--- src/rtl/calc_pkg.sv ---
// Shared calculator definitions: key codes, keypad scanner states and the 4x4 key map.
package calc_pkg;

   localparam logic [3:0] KEY_SUMA  = 4'd10;
   localparam logic [3:0] KEY_RESTA = 4'd11;
   localparam logic [3:0] KEY_IGUAL = 4'd15;

   typedef enum logic [1:0] {
      SCAN,
      DEBOUNCE,
      EMIT,
      HELD
   } scan_state_e;

   // Indexed by {row, col}; entry 0 is row 0 / col 0.
   localparam logic [15:0][3:0] KEY_MAP = {
      4'd13, 4'd15, 4'd0,  4'd14,
      4'd12, 4'd9,  4'd8,  4'd7,
      4'd11, 4'd6,  4'd5,  4'd4,
      4'd10, 4'd3,  4'd2,  4'd1
   };

   // Lowest-index active-low row wins when several rows are pressed together.
   function automatic logic [1:0] low_row(input logic [3:0] rows);
      logic [1:0] idx;
      idx = 2'd3;
      if (!rows[2]) idx = 2'd2;
      if (!rows[1]) idx = 2'd1;
      if (!rows[0]) idx = 2'd0;
      return idx;
   endfunction

endpackage

--- src/rtl/sync_2ff.sv ---
// Two-flop synchronizer for asynchronous level inputs; each bit is synchronized independently.
module sync_2ff #(
   parameter int unsigned      Width    = 4,
   parameter logic [Width-1:0] ResetVal = '0
) (
   input  logic             clk_i,
   input  logic             rst_ni,
   input  logic [Width-1:0] d_i,
   output logic [Width-1:0] q_o
);

   logic [Width-1:0] meta_q;
   logic [Width-1:0] sync_q;

   always_ff @(posedge clk_i or negedge rst_ni) begin
      if (!rst_ni) begin
         meta_q <= ResetVal;
         sync_q <= ResetVal;
      end else begin
         meta_q <= d_i;
         sync_q <= meta_q;
      end
   end

   assign q_o = sync_q;

endmodule

--- src/rtl/teclado_scanner.sv ---
// 4x4 keypad scanner: rotates active-low columns, debounces the rows and emits one
// key event (code plus class strobes) per physical press.
module teclado_scanner
   import calc_pkg::*;
#(
   parameter int unsigned SCAN_DIV     = 1000,
   parameter int unsigned DEBOUNCE_CNT = 8
) (
   input  logic       clk,
   input  logic       reset,
   input  logic [3:0] row_in,
   output logic [3:0] col_out,
   output logic [3:0] key_code,
   output logic       key_valid,
   output logic       digit_en,
   output logic       operando_en,
   output logic       igual_en,
   output logic       key_held
);

   localparam int unsigned DivW = (SCAN_DIV > 1) ? $clog2(SCAN_DIV) : 1;
   localparam int unsigned CntW = $clog2(DEBOUNCE_CNT + 1);

   // Reset asserts asynchronously and is released on a clock edge.
   logic [1:0] rst_sync_q;
   logic       rst_n;

   always_ff @(posedge clk or negedge reset) begin
      if (!reset) begin
         rst_sync_q <= 2'b00;
      end else begin
         rst_sync_q <= {rst_sync_q[0], 1'b1};
      end
   end

   assign rst_n = rst_sync_q[1];

   logic [3:0] rs;

   sync_2ff #(
      .Width    (4),
      .ResetVal (4'hF)
   ) u_row_sync (
      .clk_i  (clk),
      .rst_ni (rst_n),
      .d_i    (row_in),
      .q_o    (rs)
   );

   scan_state_e     state_q, state_d;
   logic [DivW-1:0] div_q, div_d;
   logic [1:0]      col_q, col_d;
   logic [3:0]      pat_q, pat_d;
   logic [CntW-1:0] cnt_q, cnt_d;
   logic [CntW-1:0] cnt_inc;
   logic [3:0]      key_code_q, key_code_d;
   logic            valid_q, valid_d;
   logic            digit_q, digit_d;
   logic            oper_q, oper_d;
   logic            igual_q, igual_d;
   logic            held_q, held_d;
   logic            tick;
   logic            cnt_done;
   logic [3:0]      emit_code;

   assign tick      = (div_q == DivW'(SCAN_DIV - 1));
   assign div_d     = tick ? '0 : div_q + 1'b1;
   assign cnt_inc   = cnt_q + 1'b1;
   assign cnt_done  = (cnt_inc == CntW'(DEBOUNCE_CNT));
   assign emit_code = KEY_MAP[{low_row(pat_q), col_q}];

   always_comb begin
      state_d    = state_q;
      col_d      = col_q;
      pat_d      = pat_q;
      cnt_d      = cnt_q;
      key_code_d = key_code_q;
      valid_d    = 1'b0;
      digit_d    = 1'b0;
      oper_d     = 1'b0;
      igual_d    = 1'b0;
      held_d     = held_q;

      case (state_q)
         SCAN: begin
            if (tick) begin
               if (rs == 4'hF) begin
                  col_d = col_q + 2'd1;
               end else begin
                  pat_d   = rs;
                  cnt_d   = '0;
                  state_d = DEBOUNCE;
               end
            end
         end
         DEBOUNCE: begin
            if (tick) begin
               if (rs == pat_q) begin
                  cnt_d = cnt_inc;
                  if (cnt_done) state_d = EMIT;
               end else begin
                  col_d   = col_q + 2'd1;
                  state_d = SCAN;
               end
            end
         end
         EMIT: begin
            key_code_d = emit_code;
            valid_d    = 1'b1;
            digit_d    = (emit_code <= 4'd9);
            oper_d     = (emit_code == KEY_SUMA) || (emit_code == KEY_RESTA);
            igual_d    = (emit_code == KEY_IGUAL);
            held_d     = 1'b1;
            cnt_d      = '0;
            state_d    = HELD;
         end
         HELD: begin
            // Release must be seen on DEBOUNCE_CNT consecutive ticks; any low row restarts it.
            if (tick) begin
               if (rs == 4'hF) begin
                  cnt_d = cnt_inc;
                  if (cnt_done) begin
                     cnt_d   = '0;
                     held_d  = 1'b0;
                     col_d   = col_q + 2'd1;
                     state_d = SCAN;
                  end
               end else begin
                  cnt_d = '0;
               end
            end
         end
         default: state_d = SCAN;
      endcase
   end

   always_ff @(posedge clk or negedge rst_n) begin
      if (!rst_n) begin
         state_q    <= SCAN;
         div_q      <= '0;
         col_q      <= 2'd0;
         pat_q      <= 4'hF;
         cnt_q      <= '0;
         key_code_q <= 4'd0;
         valid_q    <= 1'b0;
         digit_q    <= 1'b0;
         oper_q     <= 1'b0;
         igual_q    <= 1'b0;
         held_q     <= 1'b0;
      end else begin
         state_q    <= state_d;
         div_q      <= div_d;
         col_q      <= col_d;
         pat_q      <= pat_d;
         cnt_q      <= cnt_d;
         key_code_q <= key_code_d;
         valid_q    <= valid_d;
         digit_q    <= digit_d;
         oper_q     <= oper_d;
         igual_q    <= igual_d;
         held_q     <= held_d;
      end
   end

   assign col_out     = ~(4'b0001 << col_q);
   assign key_code    = key_code_q;
   assign key_valid   = valid_q;
   assign digit_en    = digit_q;
   assign operando_en = oper_q;
   assign igual_en    = igual_q;
   assign key_held    = held_q;

endmodule

--- config.mk ---
export PLATFORM = sky130hd
export DESIGN_NAME = teclado_scanner
export DESIGN_NICKNAME = d
export VERILOG_FILES = /design/src/rtl/calc_pkg.sv /design/src/rtl/sync_2ff.sv /design/src/rtl/teclado_scanner.sv
export SDC_FILE = /design/constraint.sdc
export NUM_CORES = 1
export LEC_CHECK = 0
export CAP_MARGIN = 5
export CORE_UTILIZATION = 50
export DETAILED_ROUTE_END_ITERATION = 10
export HOLD_SLACK_MARGIN = 0.12
export PLACE_DENSITY = 0.8
export SLEW_MARGIN = 20
export SYNTH_ARGS = -nofsm -noshare
export SYNTH_HDL_FRONTEND = slang
export SYNTH_SLANG_ARGS = --single-unit
--- constraint.sdc ---
create_clock -name clk -period 1.3 [get_ports clk]
set_input_delay 0.325 -clock clk [delete_from_list [all_inputs] [get_ports clk]]
set_output_delay 0.325 -clock clk [all_outputs]
set_load 0.01 [all_outputs]
# Word-level counts from Yosys, hierarchy flattened
# Memory sizes are Yosys's and may differ from the RTL's.
# Cells that the tools add are included.
dict set report totals {
  register_bits 41
  rom_bits 64
  in_bits 6
  out_inout_bits 13
  wordCells 90
  memories 1
}
dict set report op_classes {
  n_addsub 3
  n_lt_le_gt_ge 2
  eq_ne 20
  shifts 1
  muxes 38
  bitwise_logic 2
  reduce_logical 9
}
# name depth width read_ports rd_ports_with_merged_regs wr line
set mem_list {}
lappend mem_list {{(name not given)} 16 4 1 0 0 teclado_scanner.sv:70} ;# assign emit_code = KEY_MAP[{low_row(pat_q), col_q}];
# cell n
set op_table {}
lappend op_table {{$mux W2} 17}
lappend op_table {{$mux W4} 8}
lappend op_table {{$eq A4 B4 Y1 const B} 5}
lappend op_table {{$ne A2 B2 Y1 const B} 9}
lappend op_table {{$pmux W4 S4} 1}
lappend op_table {{$add A10 B1 Y10 const B} 1}
lappend op_table {{$eq A10 B10 Y1 const B} 1}
lappend op_table {{$mux W10} 1}
lappend op_table {{$mux W1} 8}
lappend op_table {{$pmux W2 S4} 1}
lappend op_table {{$reduce_and A8 Y1} 1}
lappend op_table {{$reduce_and A7 Y1} 1}
lappend op_table {{$pmux W2 S3} 1}
lappend op_table {{$lt A4 B5 Y1 const B} 1}
lappend op_table {{$reduce_and A5 Y1} 1}
lappend op_table {{$add A4 B1 Y4 const B} 1}
lappend op_table {{$eq A2 B2 Y1 const B} 2}
lappend op_table {{$eq A4 B4 Y1} 1}
lappend op_table {{$le A4 B4 Y1 const B} 1}
lappend op_table {{$not A4 Y4} 1}
lappend op_table {{$reduce_and A4 Y1} 1}
lappend op_table {{$shl A1 B2 Y4 const A} 1}
lappend op_table {{$ne A3 B3 Y1 const B} 1}
lappend op_table {{$reduce_and A3 Y1} 1}
lappend op_table {{other kinds (8)} 8}

# Longest topological paths before layout
# Gate-level depths: netlist of the first run.
dict set report logic_depth {
  depth_word 8
  ltp_mapped 7
  depth_no_buf 7
}

# Hierarchy
# A second synthesis of the first run with hierarchy kept.
dict set report hier_totals {
  hier_cells 185
  area_unflattened_um2 1994.4
}
# module n_inst cells_each area_each_um2 seq_area_each_um2
set by_module_without_submodules {}
lappend by_module_without_submodules {teclado_scanner 1 177 1784.2 830.8}
lappend by_module_without_submodules {sync_2ff 1 8 210.2 210.2}

# Worst setup path before layout of the first run
# Ideal clock, no wire load.
dict set report synth_timing {
  path_type {reg2reg}
  from {reg div_q[0]}
  to {reg col_q[1]}
  setup_ns 0.125
  arrival_ns 1.717
  t_required_ns 1.175
  path_slack_ns -0.542
  path_stages_with_launch 7
  n_path_buf 0
  synth_period_minus_slack_ns 1.842
  path_cell_list {dfrtp_1 ha_1 nand2_1 or3_4 a211o_1 o31a_2 mux2_4}
}
dict set report synth_between {
  elab_chain_len 3
  word_cells_on_any_way 5
  classes_between {eq/ne (4); reduce/logical (1)}
}
# element line
set synth_lines {}
lappend synth_lines {{start, declared} teclado_scanner.sv:51} ;# logic [DivW-1:0] div_q, div_d;
lappend synth_lines {{start signal, assigned} teclado_scanner.sv:152} ;# div_q <= div_d;
lappend synth_lines {{$eq A10 B10 Y1 *} teclado_scanner.sv:66} ;# assign tick = (div_q == DivW'(SCAN_DIV - 1));
lappend synth_lines {{$ne A2 B2 Y1 (no line)} n/a}
lappend synth_lines {{$reduce_and A8 Y1 (no line) *} n/a}
lappend synth_lines {{end signal, assigned} teclado_scanner.sv:153} ;# col_q <= col_d;
lappend synth_lines {{end, declared} teclado_scanner.sv:52} ;# logic [1:0] col_q, col_d;
# Every way passes the cells marked *; elsewhere a longest branch is shown, timed or not.
# A chain may end at the register's enable or synchronous reset.

# Worst setup path in the final report of the first run
dict set report layout_timing {
  from {reg div_q[4]}
  to {reg col_q[1]}
}
# The elaborated chain is that of the path after synthesis.

==> results.py, run 1 <==
metrics = {
    "run_status": {
        "status": "finished, violations left",
        "violations": "negative setup slack",
    },
    "layout": {
        "drive_gt1_share_pct": 58.7,
        "fill_cells": 152,
        "seq_area_um2": 1040,
        "diodes": 0,
        "multi_input_area_um2": 1270,
        "finalNonFillerCells": 331,
        "syn2layout_area_growth_pct": 64.5,
        "finalNetCount": 298,
    },
    "critical_path": {
        "crit_fanout": 3,
        "crit_path_end": "col_q[1]$_DFFE_PN0P_",
        "r2r_start": "div_q[4]$_DFF_PN0_",
        "reg2reg_depth": 5,
        "startpoint": "div_q[4]$_DFF_PN0_",
        "cp_cell_sequence": "nand4bb_4 -> nor3_2 -> nand3_1 -> o31a_2 -> mux2_4",
        "end_kind": "register",
        "worstSetupStartpointType": "register",
        "crit_required_ps": 1510,
        "crit_type": "reg -> reg",
        "cp_slowest_stage_delay_ps": 400,
        "r2r-end": "col_q[1]$_DFFE_PN0P_",
        "cp.arrival_ps": 2070,
        "cp_slowest_cell": "dfrtp_1",
        "r2r_slack_ps": -560,
    },
    "route": {
        "wl_per_cell_um": 20.4,
        "dr.pass1.iters": 4,
        "vias_per_cell": 5.83,
        "vias": 1929,
        "ant_nets": 0,
        "remaining_drc_errors": 0,
        "drtIter0Drc": 218,
        "wirelength_um": 6750,
    },
    "synth": {
        "syn_nets": 208,
        "synth-seq-area-share_pct": 51.5,
        "ys_warn_count": 0,
        "yosysUniqueCellTypes": 43,
        "async_reset_ff_share_pct": 100,
        "synth_flop_cell": "dfrtp_1",
        "synth_edf_count": 0,
        "netlist_area_um2": 2020,
        "synth_seq_cells": 41,
        "syn_area_per_cell_um2": 10.5,
        "synth_cells": 192,
    },
    "power_and_ir_drop": {
        "combinationalPowerShare_pct": 3.1,
        "switching_share_pct": 22.6,
        "p_leak_nw": 1.48,
        "vdd_drop_max_uv": 995,
        "power_frac_seq_pct": 55.5,
        "power_switching_mw": 0.536,
        "pwr-share-clk_pct": 41.5,
        "powerDensity_nw_per_um2": 711,
        "p_int_mw": 1.83,
    },
    "cts": {
        "numCtsBuffers": 5,
        "clkSlewWorstSetupHoldPaths_ps": 90,
        "clock-sinks": 41,
        "clock_path_buffers": 2,
        "cts-htree-levels": 2,
        "cts_hold_buf": 0,
        "worstSkewPairLatency_ps": 320,
        "cts_tree": "done",
        "clk_root_buffer_cell": "clkbuf_8",
    },
    "place": {
        "gp_congestion": 0.856,
        "place_hpwl_um": 3020,
        "placedCellCount": 304,
        "port_buffers": 18,
        "place_ws_ps": -452,
    },
    "timing": {
        "hold_viol": 0,
        "fin_crit_sh_pct": 143,
        "finClkSkew_ps": 14.8,
        "slew_viol_final": 0,
        "hold-worst-slack_ps": 173,
        "timing.fmax_mhz": 539,
        "setup_violations": 32,
        "post-route-min-period_ps": 1860,
        "worst_slack_ps": -555,
        "rsz0062_at_grt": "true",
    },
    "die": {
        "core-area_um2": 3770,
        "io_pins": 19,
        "rows": 22,
        "die_w_um": 65.6,
        "dieArea_um2": 4300,
        "start_util_pct": 53.6,
        "die_h_um": 65.6,
    },
    "grt": {
        "grtUsageTotal_pct": 28.6,
        "grt_pass1_vias": 1976,
        "grt_overflow": 0,
        "grt_max_degree": 40,
        "antenna_found_initial": 0,
        "grt_pass1_wl_um": 9040,
    },
    "worst_hold_path": {
        "holdCritPathClass": "in -> async",
    },
    "run": {
        "drv_cap": 0,
    },
}
==> power by group through the flow <==
stage               sequential (mW)  combinational [mW]  clock [mW]
finish                         1.31              0.0729       0.981
global route                   1.31              0.0803        1.03
CTS                            1.31              0.0705       0.968
detailed placement             1.33              0.0662           0
global placement               1.33              0.0653           0
floorplan                      1.35              0.0134           0
==> cell type report <==
type | instances | share of cell area [%]
Inverter | 10 | 1.43
Timing Repair Buffer | 90 | 24.0
Sequential cell | 41 | 31.4
Clock inverter | 1 | 0.263
Clock buffer | 7 | 2.93
Tap cell | 48 | 1.80
Multi-Input combinational cell | 134 | 38.2
==> placed cells by master (no fill, tap or decap), types with 3 or more instances in the layout <==
cell type	netlist	layout
o21ai_2	0	4
ha_4	0	5
nor2_4	0	3
nor2_2	0	3
nor2_1	16	10
o21ai_1	0	5
clkbuf_8	0	5
inv_2	0	3
nand2_1	16	13
buf_4	0	52
nand3_2	0	3
buf_6	0	22
nand2_2	0	3
a21oi_2	0	3
nand3_1	14	10
clkdlybuf4s50_1	0	5
dfstp_2	12	12
inv_1	10	5
mux2_2	5	4
a21oi_1	11	7
xor2_1	7	6
ha_2	0	3
dfrtp_1	29	27
nand2b_4	0	3
clkdlybuf4s15_1	0	8
==> registers in the layout, indices dropped and copies added, names as in the netlist, named ones only <==
name               flops
state_q                1
igual_en               1
col_q                  2
digit_en               1
cnt_q                  4
pat_q                  4
rst_sync_q             2
div_q                 10
u_row_sync.q_o         4
key_held               1
key_valid              1
key_code               4
operando_en            1
u_row_sync.meta_q      4
==> what timing repair did <==
action                                  CTS  global route
pin swaps                                13            11
endpoints found under the hold margin     0             0
buffers inserted                         14             8
endpoints found under the setup margin   39            39
gates resized for setup                  79            50
cloned                                    0             0
==> critical path, delay by kind of cell, from the launching register on <==
family	cells	cell delay [ps]
mux	1	300
compound gates	1	340
flops	1	400
simple gates	3	720
==> worst min-delay path by stage <==
stage | slack, ps | start | endpoint | depth (start not counted)
3_5_place_dp | 250 | rst_sync_q[1]$_DFF_PN0_ | key_code[3]$_DFFE_PN0P_ | 1
2_1_floorplan | 30 | reset | rst_sync_q[0]$_DFF_PN0_ | 0
4_1_cts | 170 | reset | rst_sync_q[0]$_DFF_PN0_ | 1
3_3_place_gp | 240 | rst_sync_q[1]$_DFF_PN0_ | key_code[3]$_DFFE_PN0P_ | 1
5_1_grt | 170 | reset | rst_sync_q[1]$_DFF_PN0_ | 1
6_report | 170 | reset | rst_sync_q[0]$_DFF_PN0_ | 1
==> kinds of logic (layout without fill, tap and decap cells) <==
group           Yosys count  in the layout  share of synthesized area, %
simple gates             64             64                          16.5
xor+xnor                 11             11                          4.76
flops                    41             41                          51.5
buf+inv                  17            108                          3.40
other cells               1              1                         0.185
compound gates           39             39                          12.6
fa+ha+maj                10             10                          6.18
mux                       9              9                          5.01
==> per-layer routing <==
metal | track usage (%) | vias up | routed length (µm)
met4 | 13.0 | 0 | 336
met2 | 49.9 | 91 | 3500
met5 | 0 | - | 0
li1 | - | 846 | -
met3 | 9.72 | 38 | 394
met1 | 30.9 | 954 | 2520
==> stage by stage <==
stage	setup TNS [ps]	power, mW	util (%)	instance area (µm²)
floorplan	-4120	1.36	-	2110
global route	-11380	2.43	88.3	3330
detailed placement	-7810	1.40	72.1	2720
CTS	-6530	2.35	82.1	3090
global placement	-7090	1.40	72.1	2720
finish	-10300	2.37	88.3	3330
==> synthesized netlist by cell type (5+ instances only) <==
master   number  area [µm²]
dfrtp_1      29         726
nand2_1      16        60.1
nor2_1       16        60.1
nand3_1      14        70.1
dfstp_2      12         315
a21oi_1      11        55.1
ha_1         10         125
inv_1        10        37.5
o21ai_0       9        45.0
xor2_1        7        61.3
mux2_2        5        56.3
No activity file was read; power rests on OpenSTA's default activity.
==> run 2: changes to the inputs <==
- CORE_MARGIN: unset -> 2
==> run 2 against run 1 <==
The run still ends with negative setup slack left. Fmax down 1.4%. Sequential share of layout area increased by 0.59 points. Via count grew 0.88%. Combinational power down 2%. Largest cell class unchanged.
==> results.py, run 2 (synthesis gave the netlist of run 1 again) <==
metrics = {
    "run_status": {
        "status": "finished, violations left",
        "violations": "negative setup slack",
    },
    "cts": {
        "clk_root_buffer_cell": "clkbuf_8",
        "clock_path_buffers": 2,
        "worstSkewPairLatency_ps": 300,
        "clkSlewWorstSetupHoldPaths_ps": 90,
        "cts-htree-levels": 2,
        "numCtsBuffers": 5,
        "cts_tree": "done",
        "clock-sinks": 41,
    },
    "route": {
        "remaining_drc_errors": 0,
        "ant_nets": 0,
        "vias": 1946,
        "dr.pass1.iters": 4,
        "vias_per_cell": 5.90,
        "wl_met3_um": 403,
        "wl_met1_um": 2410,
        "drtIter0Drc": 280,
        "highest_layer": "met4",
        "wl_met2_um": 3310,
        "wl_per_cell_um": 19.4,
        "wirelength_um": 6410,
    },
    "die": {
        "start_util_pct": 51.3,
        "rows": 23,
        "die_h_um": 67.6,
        "io_pins": 19,
        "core-area_um2": 3940,
        "dieArea_um2": 4570,
        "die_w_um": 67.6,
    },
    "power_and_ir_drop": {
        "powerDensity_nw_per_um2": 724,
        "vdd_drop_max_uv": 671,
        "power_mw": 2.36,
        "switching_share_pct": 22.5,
        "combinationalPowerShare_pct": 3.0,
        "p_int_mw": 1.83,
        "power_frac_seq_pct": 55.6,
        "p_leak_nw": 1.49,
        "power_switching_mw": 0.532,
        "pwr-share-clk_pct": 41.4,
    },
    "timing": {
        "rsz0062_at_grt": "true",
        "tns_ps": -9650,
        "fin_crit_sh_pct": 145,
        "slew_viol_final": 0,
        "setup_violations": 30,
        "post-route-min-period_ps": 1880,
        "finClkSkew_ps": 13.1,
        "hold-worst-slack_ps": 186,
        "hold_viol": 0,
        "timing.fmax_mhz": 531,
        "worst_slack_ps": -582,
    },
    "layout": {
        "most-common-layout-cells": "57 x buf_4, 28 x dfrtp_1, 15 x buf_6",
        "final_common_cell": "buf_4",
        "diodes": 0,
        "finalNetCount": 295,
        "regMostFlops": "div_q",
        "drive_gt1_share_pct": 56.4,
        "largest_reg_flops": 10,
        "syn2layout_area_growth_pct": 61.3,
    },
    "critical_path": {
        "reg2reg_depth": 5,
        "end_kind": "register",
        "startpoint": "u_row_sync.q_o[3]$_DFF_PN1_",
        "crit_required_ps": 1490,
        "crit_fanout": 3,
        "crit_path_end": "col_q[1]$_DFFE_PN0P_",
        "crit_type": "reg -> reg",
        "worstSetupStartpointType": "register",
        "cp.arrival_ps": 2080,
        "r2r_start": "u_row_sync.q_o[3]$_DFF_PN1_",
        "r2r-end": "col_q[1]$_DFFE_PN0P_",
        "r2r_slack_ps": -580,
    },
    "grt": {
        "grtUsageTotal_pct": 26.8,
        "antenna_found_initial": 0,
        "grt_max_degree": 40,
        "grt_pass1_vias": 1906,
        "grt_overflow": 0,
        "grt_pass1_wl_um": 8920,
    },
    "place": {
        "port_buffers": 18,
        "place_ws_ps": -497,
        "place_hpwl_um": 3160,
        "gp_congestion": 0.903,
    },
    "worst_hold_path": {
        "holdCritPathClass": "in -> async",
    },
    "run": {
        "drv_cap": 0,
    },
}
[run 2: timing repair]
action,CTS,global route
hold buffers,0,0
resized for setup,73,38
cloned,0,0
endpoints found under the setup margin,38,35
pin swaps,13,13
buffers inserted,17,3
[run 2: worst max-delay path, stage by stage, from the launching register on]
cell	delay, ps
dfstp_2	570
nand4_1	210
a21o_1	250
a211o_1	300
o31a_2	140
mux2_4	310
[run 2: how the worst min path moves through the flow]
stage | start | end | slack [ps] | cells after the start
6_report | reset | rst_sync_q[0]$_DFF_PN0_ | 190 | 1
5_1_grt | reset | rst_sync_q[0]$_DFF_PN0_ | 180 | 1
4_1_cts | reset | rst_sync_q[0]$_DFF_PN0_ | 170 | 1
3_5_place_dp | rst_sync_q[1]$_DFF_PN0_ | state_q[0]$_DFFE_PN0P_ | 240 | 1
3_3_place_gp | rst_sync_q[1]$_DFF_PN0_ | div_q[0]$_DFF_PN0_ | 240 | 1
2_1_floorplan | reset | rst_sync_q[0]$_DFF_PN0_ | 30 | 0
[run 2: cell type report]
cell class,instances,area [µm²]
repair buffers,87,752
inverters,10,45.0
well taps,50,62.6
clock buffers,6,93.8
fillers,186,679
flip-flops and latches,41,1040
clock inverters,2,15.0
multi-input cells,134,1250
[run 2: routing by layer]
layer | up-vias | GRT usage, %
li1 | 842 | -
met1 | 959 | 31.1
met2 | 109 | 48.0
met3 | 36 | 5.83
met4 | 0 | 10.2
met5 | - | 0
[run 2: power by group through the flow]
stage	clock [mW]	sequential (mW)	combinational, mW
floorplan	0	1.35	0.0134
global placement	0	1.33	0.0649
detailed placement	0	1.33	0.0663
CTS	0.988	1.31	0.0684
global route	1.03	1.31	0.0798
finish	0.978	1.31	0.0716
[run 2: per-stage QoR]
stage          instances  util [%]  area, µm²
2_1_floorplan        192         -       2110
3_3_place_gp         303      68.4       2700
3_5_place_dp         303      68.4       2700
4_1_cts              328      78.2       3080
5_1_grt              330      82.8       3260
6_report             330      82.8       3260
==> run 3: changes to the inputs <==
- TNS_END_PERCENT: unset -> 50
- clock period: 1.3 -> 1.95 ns (I/O delays scaled with it)
==> run 3 against run 2 <==
The flow now finishes without violations. First-iteration DRC count is 76% lower. Global-route usage down 8.5 points. Core utilization is 18 points lower. Die area is the same. Worst setup slack better by 650 ps. Critical endpoint unchanged.
==> results.py, run 3 (synthesis gave the netlist of run 1 again) <==
metrics = {
    "grt": {
        "grt_overflow": 0,
        "antenna_found_initial": 0,
        "grt_busiest_layer": "met2",
        "grtUsageMet1_pct": 22.7,
        "grt_use_met3_pct": 4.83,
        "grtUsageTotal_pct": 18.3,
        "grt_pass1_wl_um": 6200,
        "grtUsageMet2_pct": 30.4,
        "grt_pass1_vias": 1375,
        "grt_max_degree": 40,
    },
    "layout": {
        "final_common_cell": "dfrtp_1",
        "largest_reg_flops": 10,
        "syn2layout_area_growth_pct": 25.4,
        "fill_cells": 313,
        "multi_input_area_um2": 982,
        "finalNetCount": 244,
        "most-common-layout-cells": "26 x dfrtp_1, 18 x buf_4, 16 x nor2_1",
        "regMostFlops": "div_q",
        "diodes": 0,
        "drive_gt1_share_pct": 28.4,
        "seq_area_um2": 1040,
    },
    "route": {
        "vias": 1478,
        "wirelength_um": 3700,
        "vias_per_cell": 5.30,
        "dr.pass1.iters": 4,
        "wl_per_cell_um": 13.3,
        "ant_nets": 0,
        "remaining_drc_errors": 0,
        "drtIter0Drc": 66,
    },
    "power_and_ir_drop": {
        "vdd_drop_max_uv": 518,
        "pwr-share-clk_pct": 39.9,
        "power_switching_mw": 0.363,
        "power_mw": 1.52,
        "powerDensity_nw_per_um2": 598,
        "power_frac_seq_pct": 57.6,
        "p_int_mw": 1.15,
        "combinationalPowerShare_pct": 2.5,
        "p_leak_nw": 1.12,
        "switching_share_pct": 24.0,
    },
    "timing": {
        "slew_viol_final": 0,
        "timing.fmax_mhz": 531,
        "fin_crit_sh_pct": 96.5,
        "hold_viol": 0,
        "worst_slack_ps": 68.5,
        "setup_violations": 0,
        "post-route-min-period_ps": 1880,
        "finClkSkew_ps": 5.31,
    },
    "run_status": {
        "status": "finished clean",
    },
    "critical_path": {
        "cp_cell_sequence": "ha_2 -> nand2_4 -> or3_4 -> a211o_1 -> o31a_2 -> mux2_4",
        "end_kind": "register",
        "cp.arrival_ps": 2080,
        "r2r_slack_ps": 70,
        "worstSetupStartpointType": "register",
        "crit_type": "reg -> reg",
        "crit_required_ps": 2140,
        "crit_fanout": 5,
        "cp_slowest_stage_delay_ps": 410,
        "cp_slowest_cell": "or3_4",
        "r2r-end": "col_q[1]$_DFFE_PN0P_",
        "reg2reg_depth": 6,
        "r2r_start": "div_q[1]$_DFF_PN0_",
    },
    "place": {
        "gp_congestion": 0.809,
        "port_buffers": 18,
        "place_ws_ps": 1.66,
        "place_hpwl_um": 2540,
    },
    "cts": {
        "clkSlewWorstSetupHoldPaths_ps": 90,
        "cts-htree-levels": 2,
        "clock_path_buffers": 2,
        "numCtsBuffers": 5,
        "clock-sinks": 41,
        "worstSkewPairLatency_ps": 300,
        "cts_hold_buf": 0,
        "cts_tree": "done",
        "clk_root_buffer_cell": "clkbuf_8",
    },
    "die": {
        "rows": 23,
        "dieArea_um2": 4570,
        "io_pins": 19,
        "die_h_um": 67.6,
        "core-area_um2": 3940,
        "die_w_um": 67.6,
        "start_util_pct": 51.3,
    },
    "worst_hold_path": {
        "holdCritPathClass": "reg -> async",
    },
    "run": {
        "drv_cap": 0,
    },
}
## run 3: cell count changes in the layout (fill, tap and decap cells not counted), moves of 6 or more
cell and change:
ha_4 -6, o21ai_0 +7, buf_4 -39, nor2_1 +6, clkdlybuf4s50_1 +9, ha_1 +6, buf_6 -15
## run 3: how the worst max path moves through the flow
stage          slack, ps                     end                  from  cells after the start
6_report              70    col_q[1]$_DFFE_PN0P_    div_q[1]$_DFF_PN0_                      6
5_1_grt               -9    col_q[1]$_DFFE_PN0P_    div_q[1]$_DFF_PN0_                      6
4_1_cts               40  state_q[0]$_DFFE_PN0P_  cnt_q[0]$_DFFE_PN0P_                      6
3_5_place_dp           2  state_q[0]$_DFFE_PN0P_  cnt_q[0]$_DFFE_PN0P_                      6
3_3_place_gp          90              col_out[0]  col_q[0]$_DFFE_PN0P_                      4
2_1_floorplan        110    col_q[1]$_DFFE_PN0P_    div_q[0]$_DFF_PN0_                      6
## run 3: timing repair
item	4_1_cts	5_1_grt
setup buffers	3	2
cloned	0	0
pin swaps	0	2
resized for setup	8	14
setup endpoints to repair	5	9
## run 3: layout make-up
class,instances,share of cell area (%)
clock buffer,5,2.71
clock inverter,3,1.13
inverter,10,1.48
multi-input combinational,134,38.7
sequential,41,41.2
tap,50,2.47
timing repair buffer,36,12.3
## run 3: metrics by stage
step                hold WS [ps]  instances  setup TNS (ps)  utilization [%]  area [µm²]
floorplan                    192        192               0                -        2020
global placement             302        266               0             59.2        2330
detailed placement           302        266               0             59.2        2330
CTS                          308        277               0             62.2        2450
global route                 328        279           -9.49             64.3        2540
finish                       290        279               0             64.3        2540
## run 3: power by group through the flow
stage / logic (mW) / registers, mW / clock network (mW)
2_1_floorplan: 0.00889 / 0.898 / 0
3_3_place_gp: 0.0390 / 0.888 / 0
3_5_place_dp: 0.0394 / 0.888 / 0
4_1_cts: 0.0395 / 0.873 / 0.622
5_1_grt: 0.0440 / 0.874 / 0.657
6_report: 0.0385 / 0.872 / 0.605
## run 3: layer usage
layer  vias to the layer above  part of all wire, %
met2                        43                   49
met4                         0                  1.3
li1                        738                    -
met5                         -                    0
met3                         6                  4.3
met1                       691                   45
## run 3: worst max-delay path, delay by kind of cell, from the launching register on
kind	cells	cell delay [ps]
AO/OA/AOI/OAI	2	380
adder cells (fa/ha/maj)	1	220
flip-flops	1	390
multiplexers	1	300
AND/OR/NAND/NOR	2	480
